<file path="src/rtl/controle_pkg.sv">
// Shared types and encodings for the multicycle control unit.
// Opcode map, ALU function codes, FSM states and decode classes.
package controle_pkg;

  typedef enum logic [2:0] {
    IDLE,
    FETCH,
    DECODE,
    EXEC,
    MEM,
    BRANCH,
    HALT
  } state_t;

  typedef enum logic [1:0] {
    CL_ALU,
    CL_MEM,
    CL_BRANCH,
    CL_HALT
  } opclass_t;

  localparam logic [3:0] OP_ADD = 4'b0000;
  localparam logic [3:0] OP_SUB = 4'b0001;
  localparam logic [3:0] OP_LDA = 4'b0010;
  localparam logic [3:0] OP_STA = 4'b0011;
  localparam logic [3:0] OP_LDB = 4'b0100;
  localparam logic [3:0] OP_STB = 4'b0101;
  localparam logic [3:0] OP_LDC = 4'b0110;
  localparam logic [3:0] OP_JZ  = 4'b0111;
  localparam logic [3:0] OP_AND = 4'b1000;
  localparam logic [3:0] OP_OR  = 4'b1001;
  localparam logic [3:0] OP_BEQ = 4'b1010;
  localparam logic [3:0] OP_HLT = 4'b1111;

  localparam logic [2:0] ALU_ADD  = 3'b000;
  localparam logic [2:0] ALU_SUB  = 3'b001;
  localparam logic [2:0] ALU_AND  = 3'b010;
  localparam logic [2:0] ALU_OR   = 3'b011;
  localparam logic [2:0] ALU_PASS = 3'b100;

endpackage

</file>
<file path="src/rtl/controle_decode.sv">
// Combinational opcode classifier for the multicycle controller.
// Maps the latched opcode to an instruction class and ALU controls.
module controle_decode
  import controle_pkg::*;
(
  input  logic [3:0] opcode,
  output opclass_t   opClass,
  output logic [2:0] aluOp,
  output logic       useImm,
  output logic       isLoadB,
  output logic       isStore,
  output logic       illegal
);

  always_comb begin
    opClass = CL_ALU;
    aluOp   = ALU_ADD;
    useImm  = 1'b0;
    isLoadB = 1'b0;
    isStore = 1'b0;
    illegal = 1'b0;
    case (opcode)
      OP_ADD: aluOp = ALU_ADD;
      OP_SUB: aluOp = ALU_SUB;
      OP_AND: aluOp = ALU_AND;
      OP_OR:  aluOp = ALU_OR;
      OP_LDC: begin
        aluOp  = ALU_PASS;
        useImm = 1'b1;
      end
      OP_LDA: opClass = CL_MEM;
      OP_LDB: begin
        opClass = CL_MEM;
        isLoadB = 1'b1;
      end
      OP_STA, OP_STB: begin
        opClass = CL_MEM;
        isStore = 1'b1;
      end
      OP_JZ, OP_BEQ: opClass = CL_BRANCH;
      OP_HLT: opClass = CL_HALT;
      default: illegal = 1'b1;
    endcase
  end

endmodule

</file>
<file path="src/rtl/controle_multiciclo.sv">
// Multicycle control FSM for the accumulator CPU.
// Sequences fetch/decode/exec/mem/branch with a memory timeout.
module controle_multiciclo
  import controle_pkg::*;
#(
  parameter int OPCODE_W = 4,
  parameter int ALUOP_W  = 3,
  parameter int TIMEOUT  = 15,
  parameter int CNT_W    = 16
) (
  input  logic                clk,
  input  logic                rst_n,
  input  logic                Start,
  input  logic [OPCODE_W-1:0] opcode,
  input  logic                Zero,
  input  logic                Equal,
  input  logic                MemReady,
  output logic                MemRead,
  output logic                MemWrite,
  output logic                IRWrite,
  output logic                PCInc,
  output logic                PCLoad,
  output logic [ALUOP_W-1:0]  ALUOp,
  output logic                LoadA,
  output logic                LoadB,
  output logic                UseImmediate,
  output logic                IllegalOp,
  output logic                MemError,
  output logic                Halted,
  output logic [CNT_W-1:0]    Retired
);

  localparam int WAIT_W = (TIMEOUT < 2) ? 1 : $clog2(TIMEOUT + 1);

  state_t              state, nextState;
  logic [OPCODE_W-1:0] opReg;
  logic [WAIT_W-1:0]   waitCnt;
  logic                retire, memErrSet, timeoutHit;

  opclass_t   opClass;
  logic [2:0] aluOp;
  logic       useImm, isLoadB, isStore, illegal;

  controle_decode uDecode (
    .opcode (opReg[3:0]),
    .opClass(opClass),
    .aluOp  (aluOp),
    .useImm (useImm),
    .isLoadB(isLoadB),
    .isStore(isStore),
    .illegal(illegal)
  );

  assign timeoutHit = (TIMEOUT != 0) &&
                      (waitCnt == WAIT_W'(TIMEOUT));
  assign Halted = (state == HALT);

  always_comb begin
    nextState    = state;
    MemRead      = 1'b0;
    MemWrite     = 1'b0;
    IRWrite      = 1'b0;
    PCInc        = 1'b0;
    PCLoad       = 1'b0;
    ALUOp        = '0;
    LoadA        = 1'b0;
    LoadB        = 1'b0;
    UseImmediate = 1'b0;
    IllegalOp    = 1'b0;
    retire       = 1'b0;
    memErrSet    = 1'b0;
    unique case (state)
      IDLE: if (Start) nextState = FETCH;
      FETCH: begin
        MemRead = 1'b1;
        if (MemReady) begin
          IRWrite   = 1'b1;
          PCInc     = 1'b1;
          nextState = DECODE;
        end else if (timeoutHit) begin
          memErrSet = 1'b1;
          nextState = HALT;
        end
      end
      DECODE: begin
        if (illegal) begin
          IllegalOp = 1'b1;
          nextState = FETCH;
        end else begin
          unique case (opClass)
            CL_ALU:    nextState = EXEC;
            CL_MEM:    nextState = MEM;
            CL_BRANCH: nextState = BRANCH;
            CL_HALT: begin
              nextState = HALT;
              retire    = 1'b1;
            end
          endcase
        end
      end
      EXEC: begin
        ALUOp        = ALUOP_W'(aluOp);
        LoadA        = 1'b1;
        UseImmediate = useImm;
        retire       = 1'b1;
        nextState    = FETCH;
      end
      MEM: begin
        MemRead  = !isStore;
        MemWrite = isStore;
        if (MemReady) begin
          LoadA     = !isStore && !isLoadB;
          LoadB     = !isStore && isLoadB;
          retire    = 1'b1;
          nextState = FETCH;
        end else if (timeoutHit) begin
          memErrSet = 1'b1;
          nextState = HALT;
        end
      end
      BRANCH: begin
        PCLoad = (opReg[3:0] == OP_JZ && Zero) ||
                 (opReg[3:0] == OP_BEQ && Equal);
        retire    = 1'b1;
        nextState = FETCH;
      end
      HALT: if (Start) nextState = FETCH;
      default: nextState = IDLE;
    endcase
  end

  always_ff @(posedge clk) begin
    if (!rst_n) begin
      state    <= IDLE;
      opReg    <= '0;
      waitCnt  <= '0;
      Retired  <= '0;
      MemError <= 1'b0;
    end else begin
      state <= nextState;
      if (state == FETCH && MemReady)
        opReg <= opcode;
      // counter restarts whenever FETCH/MEM is (re)entered
      if ((state == FETCH || state == MEM) &&
          nextState == state && !MemReady)
        waitCnt <= waitCnt + 1'b1;
      else
        waitCnt <= '0;
      if (retire)
        Retired <= Retired + 1'b1;
      if ((state == IDLE || state == HALT) && Start)
        MemError <= 1'b0;
      else if (memErrSet)
        MemError <= 1'b1;
    end
  end

endmodule

</file>
<file path="config.mk">
export PLATFORM = sky130hd
export DESIGN_NAME = controle_multiciclo
export DESIGN_NICKNAME = d
export VERILOG_FILES = /design/src/rtl/controle_pkg.sv /design/src/rtl/controle_decode.sv /design/src/rtl/controle_multiciclo.sv
export SDC_FILE = /design/constraint.sdc
export NUM_CORES = 1
export LEC_CHECK = 0
export BUFFER_PORTS_ARGS = -buffer_cell sky130_fd_sc_hd__buf_2
export CAP_MARGIN = 40
export CORE_ASPECT_RATIO = 1.2
export CORE_MARGIN = 1.5
export CORE_UTILIZATION = 54
export CTS_CLUSTER_SIZE = 24
export DETAILED_ROUTE_END_ITERATION = 8
export PLACE_DENSITY = 0.79
export REMOVE_ABC_BUFFERS = 1
export SETUP_SLACK_MARGIN = 0.15
export SKIP_CTS_REPAIR_TIMING = 1
export SLEW_MARGIN = 20
export SYNTH_ARGS = -nofsm -noshare
export SYNTH_HDL_FRONTEND = slang
export SYNTH_SLANG_ARGS = --single-unit
</file>
<file path="constraint.sdc">
create_clock -name clk -period 2.78 [get_ports clk]
set_clock_uncertainty 0.1 [all_clocks]
set_input_delay 0.278 -clock clk [delete_from_list [all_inputs] [get_ports clk]]
set_output_delay 0.278 -clock clk [all_outputs]
set_load 0.03 [all_outputs]
</file>
==> flow_metrics.env <==
export IMPL_hold_viol=0
export IMPL_maxCapViolations=0
export IMPL_p_int_w=0.000497
export IMPL_syn_avg_cell_area_um2=8.38
export IMPL_p_leak_nw=0.792
export IMPL_rr_endpoint="Retired[5]"
export IMPL_status="finished clean"
export IMPL_drt_iter0_drc=67
export IMPL_cp_arrival_ps=2580
export IMPL_layout_nets=270
export IMPL_first_global_vias=1378
export IMPL_synth_xor_area_share_pct=1.94
export IMPL_irDropWorstVdd_uv=279
export IMPL_startpoint_type="flip-flop"
export IMPL_yosys_area_share_simple_pct=28.3
export IMPL_clockPowerShare_pct=24.6
export IMPL_numCtsBuffers=3
export IMPL_area_delta_synth_final_pct=14.8
export IMPL_ys_seq_area_share_pct=31.0
export IMPL_p_switching_w=0.000189
export IMPL_seqPwrFrac_pct=61.6
export IMPL_max_freq_mhz=414
export IMPL_netlist_instances=216
export IMPL_multiInputGateArea_um2=1150
export IMPL_synth_ff_type="dfxtp_1"
export IMPL_reg2reg_from="opReg[3]"
export IMPL_grt_overflow_total=0
export IMPL_n_antenna_cell=0
export IMPL_track_usage_pct=20.6
export IMPL_fillers=294
export IMPL_worst_slew_pin_slew_ps=562
export IMPL_synthMuxAreaShare_pct=9.47
export IMPL_die_w_um=55.9
export IMPL_num_vias=1654
export IMPL_io_pins=40
export IMPL_p_comb_share_pct=13.7
export IMPL_min_period_ps=2420
export IMPL_vias_per_cell=5.70
export IMPL_clock_latency_ps=330
export IMPL_grt_max_degree=30
export IMPL_grt_setup_unrepaired="false"
export IMPL_core_area_um2=3140
export IMPL_r2r_setup_slack_ps=360
export IMPL_sw_frac_of_total_pct=27.5
export IMPL_synth_distinct_cells=49
export IMPL_worstPathMaxFanout=16
export IMPL_initial_utilization_pct=57.7
export IMPL_cts_max_level=1
export IMPL_synth_area_um2=1810
export IMPL_synth_compound_area_share_pct=20.9
export IMPL_path_class="flip-flop to flip-flop"
export IMPL_slew_headroom_pct=62.5
export IMPL_hpwl_um=2670
export IMPL_yosys_area_top_type="dfxtp_1"
export IMPL_synth_async_sr_flop_share_pct=0
export IMPL_synth_edff_count=0
export IMPL_final_max_slew_viol_count=0
export IMPL_grt_pass1_wl_um=6200
export IMPL_clk_pin_slew_worst_paths_ps=140
export IMPL_cts_tree="done"
export IMPL_ys_top_cells_by_area="dfxtp_1 (31%), mux2i_1 (8.8%), nand2b_1 (5.9%), nand2_1 (5.2%), a2111oi_2 (5.0%)"
export IMPL_rows=22
export IMPL_p_per_area_nw_per_um2=330
export IMPL_cts_buffer_depth=2
export IMPL_drtAntennaViolNets=0
export IMPL_synth_top_cell_area_share_pct=31.0
export IMPL_cts_sinks=28
export IMPL_drtPass1Iterations=4
export IMPL_wl_per_cell_um=13.1
export IMPL_antenna_found_initial=0
export IMPL_register_area_um2=563
export IMPL_portBuffers=39
export IMPL_finalCritPeriodShare_pct=86.9
export IMPL_drc=0
export IMPL_layout_drive_gt1_share_pct=26.4
export IMPL_synthMostInstantiatedCell="dfxtp_1"
export IMPL_drt_wl_total_um=3800
export IMPL_p_total_w=0.000686
export IMPL_die_h_um=66.4
export IMPL_fin_setup_tns_ps=0
export IMPL_dieArea_um2=3710
export IMPL_required_ps=2940
export IMPL_crit_path_end_kind="flip-flop"
export IMPL_root_buffer="clkbuf_4"
export IMPL_rr_worst_depth=7
export IMPL_hold_depth=3
export IMPL_synth_top_family_by_area="simple AND/OR/NAND/NOR gates"
export IMPL_synth_adder_area_share_pct=2.76
export IMPL_min_delay_start="opcode[0]"
export IMPL_finalWeightedCongestion=0.843
export IMPL_synth_commonest_cells="dfxtp_1 (28), nand2_1 (25), nor2_1 (21), nand2b_1 (17), mux2i_1 (16)"
export IMPL_holdPathEnd="opReg[0]"
export IMPL_ys_seq_elements=28
export IMPL_final_setup_viol_count=0
export IMPL_synth_warnings=0
export IMPL_hold_class="input pin to flip-flop"
-- registers in the layout, summed over array words and instances, names as in the netlist --
register / cells
MemError: 1
state: 3
opReg: 4
waitCnt: 4
Retired: 16
-- power groups by stage --
stage	logic (W)	registers [W]	clock network [W]
floorplan	0.0000603	0.000431	0
global placement	0.0000920	0.000430	0
detailed placement	0.0000936	0.000431	0
CTS	0.0000941	0.000422	0.000172
global route	0.000104	0.000424	0.000185
finish	0.0000941	0.000423	0.000169
-- cells by family (layout without fill, tap and decap cells) --
logic type               after synthesis  count (layout)
AO/OA/AOI/OAI                         44              44
XOR/XNOR                               4               4
adder cells (fa/ha/maj)                4               4
buffers and inverters                 22              60
flip-flops                            28              28
multiplexers                          17              17
AND/OR/NAND/NOR                       97              97
-- placed cells by master, fill, tap and decap left out, types with 4 or more instances in the layout --
| cell | count |
|---|---|
| nor2_1 | 21 |
| nor2b_1 | 4 |
| nand3_1 | 10 |
| dfxtp_1 | 26 |
| o21ai_0 | 5 |
| ha_1 | 4 |
| inv_1 | 7 |
| a21oi_1 | 10 |
| a2111oi_2 | 6 |
| buf_4 | 10 |
| buf_2 | 39 |
| mux2i_1 | 16 |
| nand2b_1 | 17 |
| nand2_1 | 25 |
-- critical path, cell delays in order, from the launching register on --
cell	delay, ps
dfxtp_1	480
nand2_1	180
o22ai_1	260
ha_1	280
o2111ai_4	310
buf_4	260
a211oi_2	230
mux2i_1	250
-- metrics by stage --
step	worst slack (ps)	utilization [%]	std cells	instance area [um2]	hold slack, ps
final	364	66.2	290	2080	75.5
after floorplan	547	-	202	1740	296
after global routing	126	66.2	290	2080	85.5
after CTS	253	64.5	283	2020	74.8
after global placement	378	63.8	280	2000	333
after detailed placement	272	63.8	280	2000	344
-- routing by layer --
metal / track usage (%) / up-vias / share of wire [%]
li1: - / 848 / -
met3: 1.57 / 5 / 4.7
met4: 7.74 / 0 / 1.5
met2: 36.8 / 44 / 49
met1: 25.9 / 757 / 45
met5: 0 / - / 0
-- worst max path at each step --
| stage | slack, ps | cells past startpoint | to | from |
|---|---|---|---|---|
| after floorplan | 550 | 4 | opReg[0] | state[0] |
| after global placement | 380 | 6 | Retired[13] | opReg[2] |
| after detailed placement | 270 | 6 | Retired[13] | opReg[2] |
| after CTS | 250 | 6 | Retired[13] | opReg[2] |
| after global routing | 130 | 6 | Retired[13] | opReg[3] |
| final | 360 | 7 | Retired[5] | opReg[3] |
-- layout make-up --
class,instances,share of cell area (%)
well taps,36,2.17
repair buffers,49,13.0
inverters,8,1.44
clock buffers,3,1.08
multi-input cells,166,55.2
flip-flops and latches,28,27.1
(Power assumes the default switching activity.)
